**src/rtl/stream_demux2.sv**
```systemverilog
// Packet-level 1:2 stream demultiplexer with a one-entry registered buffer per output.
// Define STREAM_DEMUX2_CNT_EN to add the per-output packet counters pkt_cnt0/pkt_cnt1.
module stream_demux2 #(
    parameter int WIDTH = 8
) (
    input  logic             clk,
    input  logic             rst,
    input  logic             in_valid,
    output logic             in_ready,
    input  logic [WIDTH-1:0] in_data,
    input  logic             in_last,
    input  logic             in_sel,
    output logic             out0_valid,
    input  logic             out0_ready,
    output logic [WIDTH-1:0] out0_data,
    output logic             out0_last,
    output logic             out1_valid,
    input  logic             out1_ready,
    output logic [WIDTH-1:0] out1_data,
    output logic             out1_last,
    output logic             active_sel,
    output logic             busy
`ifdef STREAM_DEMUX2_CNT_EN
    ,
    output logic [15:0]      pkt_cnt0,
    output logic [15:0]      pkt_cnt1
`endif
);

    typedef enum logic [1:0] {
        IDLE   = 2'd0,
        ROUTE0 = 2'd1,
        ROUTE1 = 2'd2
    } state_t;

    state_t state, state_next;
    logic   dest;
    logic   can0, can1;
    logic   xfer;

    // in_ready looks only at the destination buffer, so a stalled idle output never blocks the other.
    always_comb begin
        // NOTE: every always_comb output gets a default first so no path can infer a latch.
        dest       = in_sel;
        state_next = state;
        case (state)
            ROUTE0:  dest = 1'b0;
            ROUTE1:  dest = 1'b1;
            default: dest = in_sel;
        endcase
        can0     = !out0_valid || out0_ready;
        can1     = !out1_valid || out1_ready;
        in_ready = dest ? can1 : can0;
        xfer     = in_valid && in_ready;
        if (xfer) begin
            if (in_last) state_next = IDLE;
            else         state_next = dest ? ROUTE1 : ROUTE0;
        end
    end

    // NOTE: sequential state uses non-blocking assignments so every flop samples pre-edge values.
    always_ff @(posedge clk) begin
        if (rst) state <= IDLE;
        else     state <= state_next;
    end

    always_ff @(posedge clk) begin
        if (rst) begin
            out0_valid <= 1'b0;
            out0_data  <= '0;
            out0_last  <= 1'b0;
        end else if (xfer && !dest) begin
            out0_valid <= 1'b1;
            out0_data  <= in_data;
            out0_last  <= in_last;
        end else if (out0_ready) begin
            out0_valid <= 1'b0;
        end
    end

    always_ff @(posedge clk) begin
        if (rst) begin
            out1_valid <= 1'b0;
            out1_data  <= '0;
            out1_last  <= 1'b0;
        end else if (xfer && dest) begin
            out1_valid <= 1'b1;
            out1_data  <= in_data;
            out1_last  <= in_last;
        end else if (out1_ready) begin
            out1_valid <= 1'b0;
        end
    end

    assign active_sel = (state == ROUTE1);
    assign busy       = (state != IDLE);

`ifdef STREAM_DEMUX2_CNT_EN
    // A packet is counted when its last beat leaves the output buffer; counters wrap naturally.
    always_ff @(posedge clk) begin
        if (rst) begin
            pkt_cnt0 <= '0;
            pkt_cnt1 <= '0;
        end else begin
            if (out0_valid && out0_ready && out0_last) pkt_cnt0 <= pkt_cnt0 + 16'd1;
            if (out1_valid && out1_ready && out1_last) pkt_cnt1 <= pkt_cnt1 + 16'd1;
        end
    end
`endif

endmodule

```
**config.mk**
```make
export PLATFORM = sky130hd
export DESIGN_NAME = stream_demux2
export DESIGN_NICKNAME = d
export VERILOG_FILES = /design/src/rtl/stream_demux2.sv
export SDC_FILE = /design/constraint.sdc
export NUM_CORES = 1
export LEC_CHECK = 0
export CORE_UTILIZATION = 25
export CTS_CLUSTER_SIZE = 40
export DETAILED_ROUTE_END_ITERATION = 10
export DONT_BUFFER_PORTS = 1
export PLACE_DENSITY = 0.51
export SETUP_SLACK_MARGIN = 0.2
export SYNTH_ARGS = -nofsm -noshare
export SYNTH_HDL_FRONTEND = slang
export SYNTH_SLANG_ARGS = --single-unit
```
**constraint.sdc**
```tcl
create_clock -name clk -period 1.68 [get_ports clk]
set_input_delay 0.336 -clock clk [delete_from_list [all_inputs] [get_ports clk]]
set_output_delay 0.336 -clock clk [all_outputs]
set_load 0.01 [all_outputs]
```
# Yosys cells after proc, flatten, opt, wreduce, memory -nomap -nowiden
# Cells that the tools add are included.
# Widths: inputs -> output; s select.
dict set report word_totals {
  word_cells 28
  output_inout_bits 23
  regBits 22
  inputBits 15
}
dict set report op_classes {
  reduce_logical 11
  muxes 8
  n_eq_ne 2
}
# op n
set op_table {}
lappend op_table {{$reduce_bool 2->1} 3}
lappend op_table {{$mux 1} 5}
lappend op_table {{$mux 2} 2}
lappend op_table {{$logic_and 1x1->1} 3}
lappend op_table {{$logic_not 1->1} 3}
lappend op_table {{$eq 2x1->1 const B} 1}
lappend op_table {{$eq 2x2->1 const B} 1}
lappend op_table {{$logic_or 1x1->1} 2}
lappend op_table {{$pmux 1 s2} 1}

# Longest topological paths before layout
# Gate-level depths: netlist of run 1.
dict set report logic_depth {
  ltp_word 6
  ltp_mapped 6
  ltp_nobuf 5
}

# Worst setup path before layout of run 1
# No wires, ideal clock.
dict set report synth_path {
  path_type {register to register}
  start {register state[1]}
  end {register out0_data[0]}
  synth_period_minus_slack_ns 1.565
  path_slack_ns 0.115
  stages_incl_launch_ff 7
  setup_ns 0.072
  n_path_buf 1
  arrival_ns 1.494
  t_required_ns 1.608
  path_cell_list {dfxtp_1 > inv_1 > ha_1 > mux2i_1 > and3_4 > buf_12 > mux2i_1}
}
dict set report synth_via {
  elab_chain_cells 5
  elab_cells_between_ends 7
  classes_between {eq/ne: 2; mux: 2; reduce/logical: 3}
}
# item line
set synth_rtl {}
lappend synth_rtl {{start, declared} 36} ;# state_t state, state_next;
lappend synth_rtl {{start signal, assigned} 64} ;# else state <= state_next;
lappend synth_rtl {{$eq 2x2->1 / $eq 2x1->1 (equally long branches)} 46} ;# case (state)
lappend synth_rtl {{$pmux 1 s2 (*)} 46}
lappend synth_rtl {{$mux 1} 53} ;# in_ready = dest ? can1 : can0;
lappend synth_rtl {{$logic_and 1x1->1} 54} ;# xfer = in_valid && in_ready;
lappend synth_rtl {{$logic_and 1x1->1 (*)} 72} ;# end else if (xfer && !dest) begin
lappend synth_rtl {{end signal, assigned} 74} ;# out0_data <= in_data;
lappend synth_rtl {{end, declared} 15} ;# output logic [WIDTH-1:0] out0_data,
# Mark *: on every way between the ends. The rest lies on a longest branch, timed or not.
# A chain may end at the register's enable or synchronous reset.

# Worst setup path in the final report of run 1
dict set report layout_path {
  start {register state[0]}
  end {output port in_ready}
}
dict set report layout_via {
  elab_chain_cells 3
  elab_cells_between_ends 4
  classes_between {eq/ne: 2; mux: 2}
}
# item line
set layout_rtl {}
lappend layout_rtl {{$eq 2x2->1 / $eq 2x1->1 (equally long branches)} 46}
lappend layout_rtl {{$pmux 1 s2 (*)} 46}
lappend layout_rtl {{$mux 1 (*)} 53}
lappend layout_rtl {{end, declared} 9} ;# output logic in_ready,
# Marked as above.

==> impl_metrics.json, run 1 <==
{
  "status": "complete, but fails checks",
  "violations": "negative setup slack",
  "finalMaxSlewViolations": 0,
  "place_ws_ns": 0.0925,
  "clock_skew_ns": 0.00140,
  "critical_path_class": "reg2out",
  "clk_pin_slew_ns": 0.08,
  "cts.sinks": 22,
  "powerDensity_nw_per_um2": 941,
  "synth_edf_count": 0,
  "drt_wl_total_mm": 2.15,
  "worstHoldEndpoint": "out0_valid",
  "antenna_left": 0,
  "timing_hold_violations_final": 0,
  "maxSlewHeadroom_pct": 81.1,
  "timing.rr.start": "state[0]",
  "synth_top_cell_by_area": "dfxtp_1",
  "hold_buffers": 0,
  "place_hpwl_mm": 1.40,
  "ff2ff_path_depth": 7,
  "area_delta_synth_final_pct": 19.8,
  "antenna_cells": 0,
  "ys_seq_area_share_pct": 43.0,
  "grt_max_degree": 33,
  "cts_buffer_depth": 2,
  "reg2reg_to": "out1_data[7]",
  "synthDistinctLibCells": 16,
  "dieArea_sq_um": 4360,
  "dieHeight_microns": 66.0,
  "start_kind": "register",
  "placedCellCount": 140,
  "postSynthCellCount": 95,
  "numCtsBuffers": 3,
  "ys_async_sr_fraction_pct": 0,
  "syn_area_sq_um": 1020,
  "whs_path_depth": 1,
  "finalCoreUtilization_pct": 32.3,
  "nNetsFinal": 121,
  "tightest_slew_ns": 0.283,
  "reg2reg_slack_ns": 0.01,
  "period_minus_slack_ns": 1.73,
  "grt_antenna_before_repair": 0,
  "synth_commonest_cells": "nand2b_1 (29), dfxtp_1 (22), mux2i_1 (19)",
  "place.gp.congestion": 0.755,
  "setup_slack_ns": -0.0451,
  "cap_violations": 0,
  "hold_class": "in2reg",
  "rsz0062_at_grt": "yes",
  "drt_first_pass_iters": 4,
  "fin_hold_ws_ns": 0.144,
  "ioPinCount": 38,
  "final-setup-viol-count": 1,
  "drtIter0Drc": 17,
  "finalCritPeriodShare_pct": 103,
  "power.leakage_nw": 0.514,
  "ir_drop_v": 0.000408,
  "fmax_mhz": 580,
  "track_usage_pct": 10.0,
  "core.rowCount": 22,
  "avgRoutedWirePerCell_microns": 14.2,
  "via_per_inst": 4.58,
  "grt_pass1_vias": 681,
  "dr_total_vias": 692,
  "dieWidth_microns": 66.0,
  "ys_warn_count": 0,
  "synth.avg_cell_area_sq_um": 10.8,
  "synth_seq_cells": 22,
  "overflow": 0,
  "critical_path_arrival_ns": 1.39,
  "core-area_sq_um": 3800,
  "clockRootBuffer": "clkbuf_8",
  "crit_path_end_kind": "output pin",
  "cp_max_fo": 3,
  "layout-drive-gt1-share_pct": 25.2,
  "drc_errors": 0,
  "layout.cells.non_filler": 151,
  "synth_flop_cell": "dfxtp_1",
  "grt_pass1_wl_mm": 3.24,
  "synthesis.nets": 112,
  "cp.required_ns": 1.34,
  "worstHoldStart": "rst",
  "synth_most_common_cell": "nand2b_1",
  "h-tree-depth": 1,
  "cts_tree": "done",
  "yosysTopAreaCellShare_pct": 43.0,
  "start_util_pct": 27.0,
  "synth_area_leaders": "dfxtp_1 (43%), mux2i_1 (19%), nand2b_1 (18%)",
  "critPathLaunch": "state[0]",
  "insertion_delay_ns": 0.26,
  "io_buffers": 0
}
## layout make-up
type | count | area [sq um]
clock buffer | 4 | 55.1
fill | 391 | 2570
inverter | 3 | 13.8
multi-input combinational | 66 | 579
sequential | 22 | 443
tap | 48 | 60.1
timing repair buffer | 8 | 76.3
## how the worst max path moves through the flow
| stage | slack [ns] | to | depth (start not counted) |
|---|---|---|---|
| 2_1_floorplan | 0.20 | out0_data[0] | 6 |
| 3_3_place_gp | 0.15 | out0_last | 5 |
| 3_5_place_dp | 0.09 | out0_last | 5 |
| 4_1_cts | -0.05 | in_ready | 5 |
| 5_1_grt | -0.08 | in_ready | 5 |
| 6_report | -0.05 | in_ready | 5 |
## flip-flops by register name, indices dropped and copies added, names as in the netlist
register / flops
out0_data: 8
out1_data: 8
state: 2
out0_last: 1
out0_valid: 1
out1_last: 1
out1_valid: 1
## per-layer routing
metal / share of wire [%] / routed length [microns] / global-route usage [%] / vias up
met4: 1.0 / 22 / 3.99 / 0
met3: 12 / 250 / 5.00 / 4
met2: 45 / 960 / 15.7 / 34
li1: - / - / - / 335
met1: 43 / 913 / 11.5 / 319
met5: 0 / 0 / 0 / -
## placed cells by master (no fill, tap or decap), drive strengths merged
cell type | Yosys | layout
mux2i | 19 | 19
nor3b | 1 | 1
inv | 3 | 3
o41ai | 2 | 2
mux2 | 1 | 1
dfxtp | 22 | 22
buf | 3 | 8
and3 | 2 | 3
nand2 | 3 | 3
ha | 2 | 2
nand2b | 29 | 29
nand3 | 4 | 4
clkbuf | 2 | 4
a21oi | 2 | 2
## power breakdown
part	switching (mW)	internal [mW]
Clock	0.171	0.209
Sequential	0.0396	0.557
Combinational	0.0796	0.0997
## per-stage QoR
stage	cell area [sq um]	TNS (ns)	power (mW)
final	1230	-0.0451	1.16
after global placement	1100	0	0.759
after detailed placement	1100	0	0.762
after floorplan	1060	0	0.748
after CTS	1200	-0.0520	1.17
after global routing	1230	-0.448	1.22
## kinds of logic after synthesis
kind of cell	Yosys count	share of synthesized area [%]
flops	22	43.0
buf+inv	8	4.88
simple gates	39	23.7
fa+ha+maj	2	2.44
compound gates	4	6.35
mux	20	19.7
## timing repair
item                       4_1_cts  5_1_grt
setup buffers                    3        3
cloned                           1        0
resized for setup                6        1
setup endpoints to repair       20       21
pin swaps                        4        4
## worst max-delay path, cell delays in order, from the launching register on
cell,delay [ns]
dfxtp_2,0.35
inv_4,0.05
ha_4,0.28
mux2_4,0.31
nand2_2,0.07
nand2_2,0.07
Note: power is estimated with default switching activity, not from simulation.
==> run 2: changes to the inputs <==
--- a/config.mk
+++ b/config.mk
@@ -5,6 +5,7 @@
 export SDC_FILE = /design/constraint.sdc
 export NUM_CORES = 1
 export LEC_CHECK = 0
+export CAP_MARGIN = 20
 export CORE_UTILIZATION = 25
 export CTS_CLUSTER_SIZE = 40
 export DETAILED_ROUTE_END_ITERATION = 10
==> results of run 2 <==
The final DEF is identical to that of run 1; final timing and power are the same.
==> run 3: changes to the inputs <==
--- a/config.mk
+++ b/config.mk
@@ -12,6 +12,7 @@
 export DONT_BUFFER_PORTS = 1
 export PLACE_DENSITY = 0.51
 export SETUP_SLACK_MARGIN = 0.2
+export SLEW_MARGIN = 0
 export SYNTH_ARGS = -nofsm -noshare
 export SYNTH_HDL_FRONTEND = slang
 export SYNTH_SLANG_ARGS = --single-unit
==> results of run 3 <==
The final DEF is identical to that of run 1; final timing and power are the same.
